==> src/rtl/mitchell_seq_multiplier_if.sv <==
// -----------------------------------------------------------------------------
// mitchell_seq_multiplier_if
// Handshake bundle for the sequenced Mitchell multiplier.
//   in_valid / in_ready / a / b      : operand side (master drives valid+data)
//   out_valid / out_ready / product  : result side (master drives ready)
//   busy                             : block is working on an operation
// Modports: master (producer/consumer of the block), slave (the multiplier).
// -----------------------------------------------------------------------------
interface mitchell_seq_multiplier_if #(
    parameter int DW = 8
);
    logic              in_valid;
    logic              in_ready;
    logic [DW-1:0]     a;
    logic [DW-1:0]     b;
    logic              out_valid;
    logic              out_ready;
    logic [2*DW-1:0]   product;
    logic              busy;

    modport master (
        output in_valid, a, b, out_ready,
        input  in_ready, out_valid, product, busy
    );

    modport slave (
        input  in_valid, a, b, out_ready,
        output in_ready, out_valid, product, busy
    );
endinterface

==> src/rtl/mitchell_seq_multiplier.sv <==
// -----------------------------------------------------------------------------
// mitchell_seq_multiplier
// Sequenced Mitchell logarithmic approximate multiplier. One shared
// log-conversion stage (mitchell_pre_approximate) converts operand A, then
// operand B; the antilog combine then forms the approximate product.
// Ports:
//   clk  : rising-edge clock
//   rst  : asynchronous active-high reset
//   bus  : mitchell_seq_multiplier_if.slave (valid/ready in, valid/ready out,
//          product, busy)
// Optional feature macro: MITCHELL_ZERO_BYPASS_EN -- a zero operand skips the
// conversion/antilog states and the FSM goes straight to DONE with product 0.
// -----------------------------------------------------------------------------

// Leading-one detector, priority encoder and mantissa shifter.
//   a         : unsigned operand
//   k         : position of the leading one
//   x         : bits below the leading one, MSB-aligned (fraction)
//   zero_flag : operand is zero
module mitchell_pre_approximate #(
    parameter int A_BW = 8,
    parameter int K_BW = $clog2(A_BW)
) (
    input  logic [A_BW-1:0] a,
    output logic [K_BW-1:0] k,
    output logic [A_BW-1:0] x,
    output logic            zero_flag
);
    logic [2*A_BW-1:0] shifted_s;
    logic [K_BW:0]     sh_amt_s;

    // Priority encode the leading one and left-align the remaining fraction.
    always_comb begin
        k         = '0;
        zero_flag = (a == '0);
        for (int i = 0; i < A_BW; i++) begin
            if (a[i]) begin
                k = i[K_BW-1:0];
            end else begin
                k = k;
            end
        end
        // Shifting by A_BW-k pushes the leading one just past bit A_BW-1.
        sh_amt_s  = (K_BW+1)'(A_BW) - {1'b0, k};
        shifted_s = {{A_BW{1'b0}}, a} << sh_amt_s;
        x         = shifted_s[A_BW-1:0];
    end
endmodule

module mitchell_seq_multiplier #(
    parameter int DW = 8
) (
    input  logic                       clk,
    input  logic                       rst,
    mitchell_seq_multiplier_if.slave   bus
);
    localparam int KW = $clog2(DW);

    typedef enum logic [2:0] {
        IDLE    = 3'd0,
        LOG_A   = 3'd1,
        LOG_B   = 3'd2,
        ANTILOG = 3'd3,
        DONE    = 3'd4
    } state_t;

    state_t            state;
    logic [DW-1:0]     a_reg, b_reg;
    logic [KW-1:0]     k_a, k_b;
    logic [DW-1:0]     x_a, x_b;
    logic              z_a, z_b;
    logic [2*DW-1:0]   product_reg;
    logic              in_ready_reg, out_valid_reg, busy_reg;

    logic [DW-1:0]     conv_in;
    logic [KW-1:0]     conv_k;
    logic [DW-1:0]     conv_x;
    logic              conv_z;

    logic [DW:0]       s;
    logic [DW:0]       m;
    logic [KW:0]       e_base, e;
    logic [3*DW-1:0]   prod_wide;
    logic [2*DW-1:0]   antilog_val;

    assign conv_in = (state == LOG_A) ? a_reg : b_reg;

    mitchell_pre_approximate #(.A_BW(DW)) u_pre (
        .a         (conv_in),
        .k         (conv_k),
        .x         (conv_x),
        .zero_flag (conv_z)
    );

    // Antilog combine: add fractions, renormalise on carry, shift by exponent.
    always_comb begin
        s      = {1'b0, x_a} + {1'b0, x_b};
        e_base = {1'b0, k_a} + {1'b0, k_b};
        if (s[DW]) begin
            m = s;
            e = e_base + {{KW{1'b0}}, 1'b1};
        end else begin
            m = {1'b1, s[DW-1:0]};
            e = e_base;
        end
        prod_wide = {{(2*DW-1){1'b0}}, m} << e;
        if (z_a || z_b) begin
            antilog_val = '0;
        end else begin
            antilog_val = prod_wide[3*DW-1:DW];
        end
    end

    // Control FSM with registered handshake outputs and datapath registers.
    always_ff @(posedge clk or posedge rst) begin
        if (rst) begin
            state         <= IDLE;
            a_reg         <= '0;
            b_reg         <= '0;
            k_a           <= '0;
            x_a           <= '0;
            z_a           <= 1'b0;
            k_b           <= '0;
            x_b           <= '0;
            z_b           <= 1'b0;
            product_reg   <= '0;
            in_ready_reg  <= 1'b0;
            out_valid_reg <= 1'b0;
            busy_reg      <= 1'b0;
        end else begin
            case (state)
                IDLE: begin
                    if (bus.in_valid && in_ready_reg) begin
                        a_reg        <= bus.a;
                        b_reg        <= bus.b;
                        in_ready_reg <= 1'b0;
                        busy_reg     <= 1'b1;
`ifdef MITCHELL_ZERO_BYPASS_EN
                        if ((bus.a == '0) || (bus.b == '0)) begin
                            product_reg   <= '0;
                            out_valid_reg <= 1'b1;
                            state         <= DONE;
                        end else begin
                            state <= LOG_A;
                        end
`else
                        state <= LOG_A;
`endif
                    end else begin
                        in_ready_reg <= 1'b1;
                        busy_reg     <= 1'b0;
                    end
                end
                LOG_A: begin
                    k_a   <= conv_k;
                    x_a   <= conv_x;
                    z_a   <= conv_z;
                    state <= LOG_B;
                end
                LOG_B: begin
                    k_b   <= conv_k;
                    x_b   <= conv_x;
                    z_b   <= conv_z;
                    state <= ANTILOG;
                end
                ANTILOG: begin
                    product_reg   <= antilog_val;
                    out_valid_reg <= 1'b1;
                    state         <= DONE;
                end
                DONE: begin
                    if (bus.out_ready) begin
                        out_valid_reg <= 1'b0;
                        in_ready_reg  <= 1'b1;
                        busy_reg      <= 1'b0;
                        state         <= IDLE;
                    end else begin
                        state <= DONE;
                    end
                end
                default: begin
                    state         <= IDLE;
                    in_ready_reg  <= 1'b0;
                    out_valid_reg <= 1'b0;
                    busy_reg      <= 1'b0;
                end
            endcase
        end
    end

    assign bus.in_ready  = in_ready_reg;
    assign bus.out_valid = out_valid_reg;
    assign bus.product   = product_reg;
    assign bus.busy      = busy_reg;
endmodule

==> src/flat_wrapper.sv <==
// flat-port wrapper written by rule: the top's interface ports become plain ports
module mitchell_seq_multiplier_flat 
#(
    parameter int DW = 8
)
  (clk, rst, bus_in_valid, bus_a, bus_b, bus_out_ready, bus_in_ready, bus_out_valid, bus_product, bus_busy);
  mitchell_seq_multiplier_if #(.DW(DW)) bus_i ();
  input  logic clk;
  input  logic rst;
  input wire logic [$bits(bus_i.in_valid)-1:0] bus_in_valid;
  input wire logic [$bits(bus_i.a)-1:0] bus_a;
  input wire logic [$bits(bus_i.b)-1:0] bus_b;
  input wire logic [$bits(bus_i.out_ready)-1:0] bus_out_ready;
  output wire logic [$bits(bus_i.in_ready)-1:0] bus_in_ready;
  output wire logic [$bits(bus_i.out_valid)-1:0] bus_out_valid;
  output wire logic [$bits(bus_i.product)-1:0] bus_product;
  output wire logic [$bits(bus_i.busy)-1:0] bus_busy;
  assign bus_i.in_valid = bus_in_valid;
  assign bus_i.a = bus_a;
  assign bus_i.b = bus_b;
  assign bus_i.out_ready = bus_out_ready;
  assign bus_in_ready = bus_i.in_ready;
  assign bus_out_valid = bus_i.out_valid;
  assign bus_product = bus_i.product;
  assign bus_busy = bus_i.busy;
  mitchell_seq_multiplier #(.DW(DW)) u_core (.clk(clk), .rst(rst), .bus(bus_i));
endmodule
==> config.mk <==
export PLATFORM = sky130hd
export DESIGN_NAME = mitchell_seq_multiplier_flat
export DESIGN_NICKNAME = d
export VERILOG_FILES = /design/src/rtl/mitchell_seq_multiplier_if.sv /design/src/rtl/mitchell_seq_multiplier.sv /design/src/flat_wrapper.sv
export SDC_FILE = /design/constraint.sdc
export NUM_CORES = 1
export LEC_CHECK = 0
export BUFFER_PORTS_ARGS = -buffer_cell sky130_fd_sc_hd__buf_4
export CORE_AREA = 2 2 122 124
export DETAILED_ROUTE_END_ITERATION = 10
export DIE_AREA = 0 0 124 126
export GPL_TIMING_DRIVEN = 0
export PLACE_DENSITY = 0.53
export SLEW_MARGIN = 20
export SYNTH_ARGS = -nofsm -noshare
export SYNTH_HDL_FRONTEND = slang
export SYNTH_HIERARCHICAL = 1
export SYNTH_SLANG_ARGS = --single-unit
==> constraint.sdc <==
create_clock -name clk -period 4.9 [get_ports clk]
set_clock_uncertainty 0.2 [all_clocks]
set_input_delay 0 -clock clk [delete_from_list [all_inputs] [get_ports clk]]
set_output_delay 0 -clock clk [all_outputs]
set_load 0.01 [all_outputs]
Word level (Yosys, flattened, before mapping)
Cells that the tools add are included.
{"block": "op_classes", "add_sub_neg": 4, "n_eq_ne": 6, "n_shift": 2, "muxes": 20, "n_bitwise": 2, "n_reduce_logical": 9}
{"operator": "2-to-1 mux 3 bit", "n": 8}
{"operator": "<< shifter 9 x 4 -> 24 bit", "n": 1}
{"operator": "2-to-1 mux 16 bit", "n": 1}
{"operator": "one-hot mux 3 bit (5 select lines)", "n": 1}
{"operator": "adder 8 x 8 -> 9 bit", "n": 1}
{"operator": "one-hot mux 1 bit (3 select lines)", "n": 3}
{"operator": "logical NOT 8 bit", "n": 1}
{"operator": "2-to-1 mux 8 bit", "n": 1}
{"operator": "<< shifter 8 x 4 -> 8 bit", "n": 1}
{"operator": "== test 3 x 2 -> 1 bit (second input constant)", "n": 2}
{"operator": "AND reduction 2 bit", "n": 3}
{"operator": "OR reduction 3 bit", "n": 2}
{"operator": "2-to-1 mux 1 bit", "n": 5}
{"operator": "adder 3 x 3 -> 4 bit", "n": 1}
{"operator": "adder 4 x 1 -> 4 bit (second input constant)", "n": 1}
{"operator": "2-to-1 mux 4 bit", "n": 1}
{"operator": "subtractor 4 x 3 -> 4 bit (first input constant)", "n": 1}
{"operator": "== test 3 x 1 -> 1 bit (second input constant)", "n": 1}
{"operator": "== test 3 bit (second input constant)", "n": 1}
{"operator": "logical NOT 3 bit", "n": 1}
{"operator": "!= test 2 x 1 -> 1 bit (second input constant)", "n": 1}
{"operator": "!= test 2 bit (second input constant)", "n": 1}
{"operator": "NOT 1 bit", "n": 2}
{"operator": "logical AND 1 bit", "n": 1}
{"operator": "logical OR 1 bit", "n": 1}
{"block": "word_totals", "register_bits": 62, "input_bits": 20, "output_inout_bits": 19, "word_cells": 56}

Longest topological paths before layout
{"block": "logic_depth", "depth_word": 11, "ltp_mapped": 18, "depth_no_buf": 13}

Cells and area by module
The synthesis kept the hierarchy.
{"mod": "mitchell_seq_multiplier", "n_inst": 1, "cells_each": 353, "area_per_inst_um2": 3749.8, "seq_area_each_um2": 1551.5}
{"mod": "mitchell_pre_approximate", "n_inst": 1, "cells_each": 84, "area_per_inst_um2": 496.7, "seq_area_each_um2": 0.0}

Worst setup path before layout
OpenSTA, ideal clock, no wires.
{"block": "synth_path", "path_kind": "register to register", "from": "register u_core.state[2]", "to": "register u_core.x_a[4]", "setup_ns": 0.125, "t_arrival_ns": 3.926, "required_time_ns": 4.575, "setup_slack_ns": 0.649, "stages_incl_launch_ff": 16, "path_buffers": 4, "period_less_slack_ns": 4.251, "cell_sequence": "dfrtp_1 clkbuf_1 nor3b_1 clkbuf_1 mux2_2 buf_2 nor3b_1 o41a_1 buf_4 inv_1 ha_1 inv_1 xnor2_1 a21oi_1 a32o_1 mux2_2"}
{"block": "synth_between", "elab_chain_len": 11}
{"element": "from (decl)", "line": "mitchell_seq_multiplier.sv:67", "text": "state_t state;"}
{"element": "from (signal assigned)", "line": "mitchell_seq_multiplier.sv:117", "text": "state <= IDLE;"}
{"element": "from (signal assigned)", "line": "mitchell_seq_multiplier.sv:147", "text": "state <= LOG_A;"}
{"element": "from (signal assigned)", "line": "mitchell_seq_multiplier.sv:158", "text": "state <= LOG_B;"}
{"element": "== test 3 x 1 -> 1 bit", "line": "mitchell_seq_multiplier.sv:86", "text": "assign conv_in = (state == LOG_A) ? a_reg : b_reg;"}
{"element": "2-to-1 mux 8 bit", "line": "mitchell_seq_multiplier.sv:86"}
{"element": "net u_core.conv_in[1]", "line": "mitchell_seq_multiplier.sv:75", "text": "logic [DW-1:0] conv_in;"}
{"element": "2-to-1 mux 1 bit", "line": "mitchell_seq_multiplier.sv:37", "text": "if (a[i]) begin"}
{"element": "2-to-1 mux 3 bit (6 in series)", "line": "mitchell_seq_multiplier.sv:37"}
{"element": "net u_core.conv_k[0]", "line": "mitchell_seq_multiplier.sv:76", "text": "logic [KW-1:0] conv_k;"}
{"element": "subtractor 4 x 3 -> 4 bit", "line": "mitchell_seq_multiplier.sv:44", "text": "sh_amt_s = (K_BW+1)'(A_BW) - {1'b0, k};"}
{"element": "<< shifter 8 x 4 -> 8 bit", "line": "mitchell_seq_multiplier.sv:45", "text": "shifted_s = {{A_BW{1'b0}}, a} << sh_amt_s;"}
{"element": "net u_core.conv_x[4]", "line": "mitchell_seq_multiplier.sv:77", "text": "logic [DW-1:0] conv_x;"}
{"element": "to (signal assigned)", "line": "mitchell_seq_multiplier.sv:156", "text": "x_a <= conv_x;"}
{"element": "to (decl)", "line": "mitchell_seq_multiplier.sv:70", "text": "logic [DW-1:0] x_a, x_b;"}
The timed path passes the listed nets, and every way through them passes these cells.
A chain may end at the register's enable or synchronous reset.

Worst setup path after layout
{"block": "layout_path", "from": "register u_core.state[2]", "to": "register u_core.x_b[7]"}
{"block": "layout_between", "elab_cells_between_ends": 12, "classes_between": "add/sub (1); eq/ne (2); shift (1); mux (8)"}
{"element": "== test 3 x 1 -> 1 bit", "line": "mitchell_seq_multiplier.sv:86"}
{"element": "2-to-1 mux 8 bit", "line": "mitchell_seq_multiplier.sv:86"}
{"element": "net u_core.conv_in[4]", "line": "mitchell_seq_multiplier.sv:75"}
{"element": "2-to-1 mux 3 bit (4 in series)", "line": "mitchell_seq_multiplier.sv:37"}
{"element": "net u_core.conv_k[0]", "line": "mitchell_seq_multiplier.sv:76"}
{"element": "subtractor 4 x 3 -> 4 bit", "line": "mitchell_seq_multiplier.sv:44"}
{"element": "<< shifter 8 x 4 -> 8 bit", "line": "mitchell_seq_multiplier.sv:45"}
{"element": "net u_core.conv_x[7]", "line": "mitchell_seq_multiplier.sv:77"}
{"element": "to (signal assigned)", "line": "mitchell_seq_multiplier.sv:162", "text": "x_b <= conv_x;"}
{"element": "to (decl)", "line": "mitchell_seq_multiplier.sv:70"}
The timed path passes the listed nets, and every way through them passes these cells.

==> flow_metrics.env <==
export IMPL_cts_buffers=9
export IMPL_cts_sink_count=62
export IMPL_drive_above_1_share_pct=26.6
export IMPL_htree_levels=3
export IMPL_grt_remaining_overflow=0
export IMPL_start_util_pct=29.7
export IMPL_drv_cap=0
export IMPL_ant_nets=0
export IMPL_crit_buf_inv=6
export IMPL_crit_slowest_cell="mux2_2"
export IMPL_num_antenna_cells=0
export IMPL_worstSkewPairLatency_ps=330
export IMPL_final_core_util_pct=37.2
export IMPL_yosysWarnings=6
export IMPL_grt_pass1_vias=3604
export IMPL_vias=3618
export IMPL_ios=39
export IMPL_grt_pass1_wl_um=17900
export IMPL_antenna_found_initial=0
export IMPL_rows=44
export IMPL_slew_violations=0
export IMPL_critical_path_top_delay_family="buffers and inverters"
export IMPL_synth_main_ff_cell="dfrtp_1"
export IMPL_synth_area_um2=4250
export IMPL_drt_pass1_iter_count=4
export IMPL_grt_use_total_pct=14.5
export IMPL_totalWireLength_um=10600
export IMPL_final_hold_viol_count=0
export IMPL_drcViolationCount=0
export IMPL_worstHoldStart="bus_a[7]"
export IMPL_avgRoutedWirePerCell_um=15.2
export IMPL_timing_fmax_mhz=223
export IMPL_critPathCaptureType="register"
export IMPL_r2r_start="u_core/state[2]$_DFFE_PP0N_"
export IMPL_synthesis_nets=472
export IMPL_synth_edf_count=0
export IMPL_hold_end="u_core/a_reg[7]$_DFFE_PP0P_"
export IMPL_gp_congestion=0.919
export IMPL_reg2reg_slack_ps=410
export IMPL_die_y_um=126
export IMPL_die_x_um=124
export IMPL_synth_yosys_seq_area_share_pct=36.5
export IMPL_path_clk_slew_ps=50
export IMPL_nets=542
export IMPL_grt_max_degree=47
export IMPL_largest_reg_flops=16
export IMPL_ys_ff_latch=62
export IMPL_hold_path_depth=3
export IMPL_max_slew_worst_pin_slew_ps=881
export IMPL_core_region_area_um2=14300
export IMPL_avgSynthCellArea_um2=9.72
export IMPL_ys_async_sr_fraction_pct=100
export IMPL_timing_final_crit_share_pct=91.6
export IMPL_rsz0062_at_grt="false"
export IMPL_port_buffers=38
export IMPL_vias_per_cell=5.20
export IMPL_min_period_ps=4490
export IMPL_areaGrowthSynthToFinish_pct=25.3
export IMPL_dr_first_iter_drc_count=220
export IMPL_critPathLaunchType="register"
export IMPL_crit_type="register to register"
export IMPL_path_cells="clkbuf_1 -> nor3b_4 -> clkbuf_2 -> mux2_2 -> buf_4 -> nor3b_1 -> o41a_1 -> buf_4 -> inv_1 -> ha_1 -> clkbuf_2 -> mux2i_2 -> o21ai_0 -> a21oi_1 -> o22ai_1 -> mux2_2"
export IMPL_worstReg2RegEnd="u_core/x_b[7]$_DFFE_PP0P_"
export IMPL_ys_types=72
export IMPL_die_area_um2=15600
export IMPL_worstHoldPathType="input pin to register"
export IMPL_dp_hpwl_um=8070
export IMPL_worstPathMaxFanout=11
export IMPL_cp_data_arrival_time_ps=4500
export IMPL_r2r_cells=16
export IMPL_slowest_delay_ps=410
export IMPL_required_ps=4910
export IMPL_post_cts_setup_buffers=0
export IMPL_synthCells=437
export IMPL_maxSlewHeadroom_pct=41.1
export IMPL_status="completed"
export IMPL_clockBufferDepth=2
export IMPL_cts_tree="built"
export IMPL_finalSetupViolCount=0
export IMPL_cts_root_buf="clkbuf_16"
==> Yosys cell counts (4+ instances only) <==
| library cell | number | area share [%] |
|---|---|---|
| a211oi_1 | 7 | 1.2 |
| a21o_1 | 5 | 0.88 |
| a21oi_1 | 16 | 1.9 |
| a31oi_1 | 6 | 0.88 |
| and3_1 | 5 | 0.74 |
| buf_2 | 4 | 0.47 |
| clkbuf_1 | 15 | 1.3 |
| dfrtp_1 | 62 | 37 |
| ha_1 | 13 | 3.8 |
| inv_1 | 16 | 1.4 |
| mux2_2 | 51 | 14 |
| mux2i_1 | 4 | 0.94 |
| nand2_1 | 40 | 3.5 |
| nand2b_1 | 4 | 0.59 |
| nand3_1 | 11 | 1.3 |
| nor2_1 | 25 | 2.2 |
| nor2b_1 | 5 | 0.74 |
| nor3_1 | 12 | 1.4 |
| nor3b_1 | 6 | 1.1 |
| o211ai_1 | 5 | 0.88 |
| o21ai_0 | 25 | 2.9 |
| o21ai_1 | 4 | 0.47 |
| o221ai_1 | 6 | 1.2 |
| o22ai_1 | 6 | 0.88 |
| o31ai_1 | 5 | 0.88 |
| or3_1 | 4 | 0.59 |
| xnor2_1 | 6 | 1.2 |
| xor2_1 | 4 | 0.82 |
==> kinds of logic after synthesis <==
logic type	count (synthesis)	synth area share (%)
XOR/XNOR	10	2.06
flip-flops	62	36.5
AND/OR/NAND/NOR	130	15.6
buffers and inverters	41	4.18
AO/OA/AOI/OAI	119	20.2
adder cells (fa/ha/maj)	15	4.77
multiplexers	60	16.7
==> cell usage in the layout, fill, tap and decap left out, drive strengths merged, types with 3 or more instances in the layout <==
| cell | n |
|---|---|
| dfrtp | 62 |
| mux2 | 51 |
| buf | 48 |
| nand2 | 40 |
| o21ai | 30 |
| clkbuf | 28 |
| nor2 | 26 |
| dlygate4sd3 | 20 |
| a21oi | 17 |
| inv | 17 |
| ha | 13 |
| nor3 | 13 |
| nand3 | 11 |
| mux2i | 8 |
| a211oi | 7 |
| o22ai | 6 |
| o221ai | 6 |
| a31oi | 6 |
| nor3b | 6 |
| xnor2 | 6 |
| o211ai | 6 |
| or3 | 6 |
| a21o | 5 |
| nor2b | 5 |
| o31ai | 5 |
| and3 | 5 |
| nand2b | 4 |
| xor2 | 4 |
| o21a | 4 |
| nor4 | 4 |
| o2111ai | 3 |
| a22o | 3 |
| or2 | 3 |
==> cell type report <==
cell class              count  area [µm²]
fillers                  1442        8990
multi-input cells         334        2540
flip-flops and latches     62        1550
repair buffers             59         513
clock buffers              13         260
well taps                 184         230
plain buffers              24         116
inverters                  17        66.3
clock inverters             3        42.5
==> worst reg2reg max path: stages, from the launching register on <==
cell and delay (ps):
dfrtp_1 360, clkbuf_1 220, nor3b_4 340, clkbuf_2 330, mux2_2 410, buf_4 180
nor3b_1 200, o41a_1 250, buf_4 200, inv_1 80, ha_1 320, clkbuf_2 240
mux2i_2 320, o21ai_0 120, a21oi_1 190, o22ai_1 130, mux2_2 280
==> through the flow <==
stage / instances / area (µm²) / setup TNS [ps] / worst slack [ps] / hold slack, ps
after floorplan: 437 / 4250 / 0 / 649 / -48.3
after global placement: 659 / 4760 / -1060 / -165 / 34.9
after detailed placement: 660 / 4790 / -1350 / -198 / -243
after CTS: 696 / 5300 / 0 / 152 / 225
after global routing: 696 / 5320 / 0 / 24.9 / 238
final: 696 / 5320 / 0 / 410 / 241
==> how the worst max path moves through the flow <==
stage,startpoint,to,slack (ps),depth (start not counted)
2_1_floorplan,u_core/state[2]$_DFFE_PP0N_,u_core/x_a[4]$_DFFE_PP0P_,650,15
3_3_place_gp,u_core/state[0]$_DFFE_PP0N_,u_core/x_b[7]$_DFFE_PP0P_,-170,16
3_5_place_dp,u_core/state[2]$_DFFE_PP0N_,u_core/x_b[7]$_DFFE_PP0P_,-200,16
4_1_cts,u_core/state[2]$_DFFE_PP0N_,u_core/x_b[7]$_DFFE_PP0P_,150,16
5_1_grt,u_core/state[0]$_DFFE_PP0N_,u_core/x_a[7]$_DFFE_PP0P_,20,16
6_report,u_core/state[2]$_DFFE_PP0N_,u_core/x_b[7]$_DFFE_PP0P_,410,16
==> metal layers <==
layer / part of all wire (%) / wire length [µm] / vias to the layer above / track usage [%]
met5: 0 / 0 / - / 0
met4: 2.1 / 223 / 0 / 5.22
met3: 4.4 / 465 / 18 / 3.76
met2: 47 / 4930 / 82 / 23.3
met1: 47 / 4980 / 1743 / 18.7
li1: - / - / 1775 / -
==> what timing repair did <==
item,in CTS,in global routing
endpoints found under the setup margin,12,13
hold endpoints to repair,83,0
hold buffers,20,0
resized for setup,2,5
pin swaps,0,0
Power is left out: the tool's default activity adds up to more than one toggle a clock period on the data nets, which glitch-free logic cannot reach.
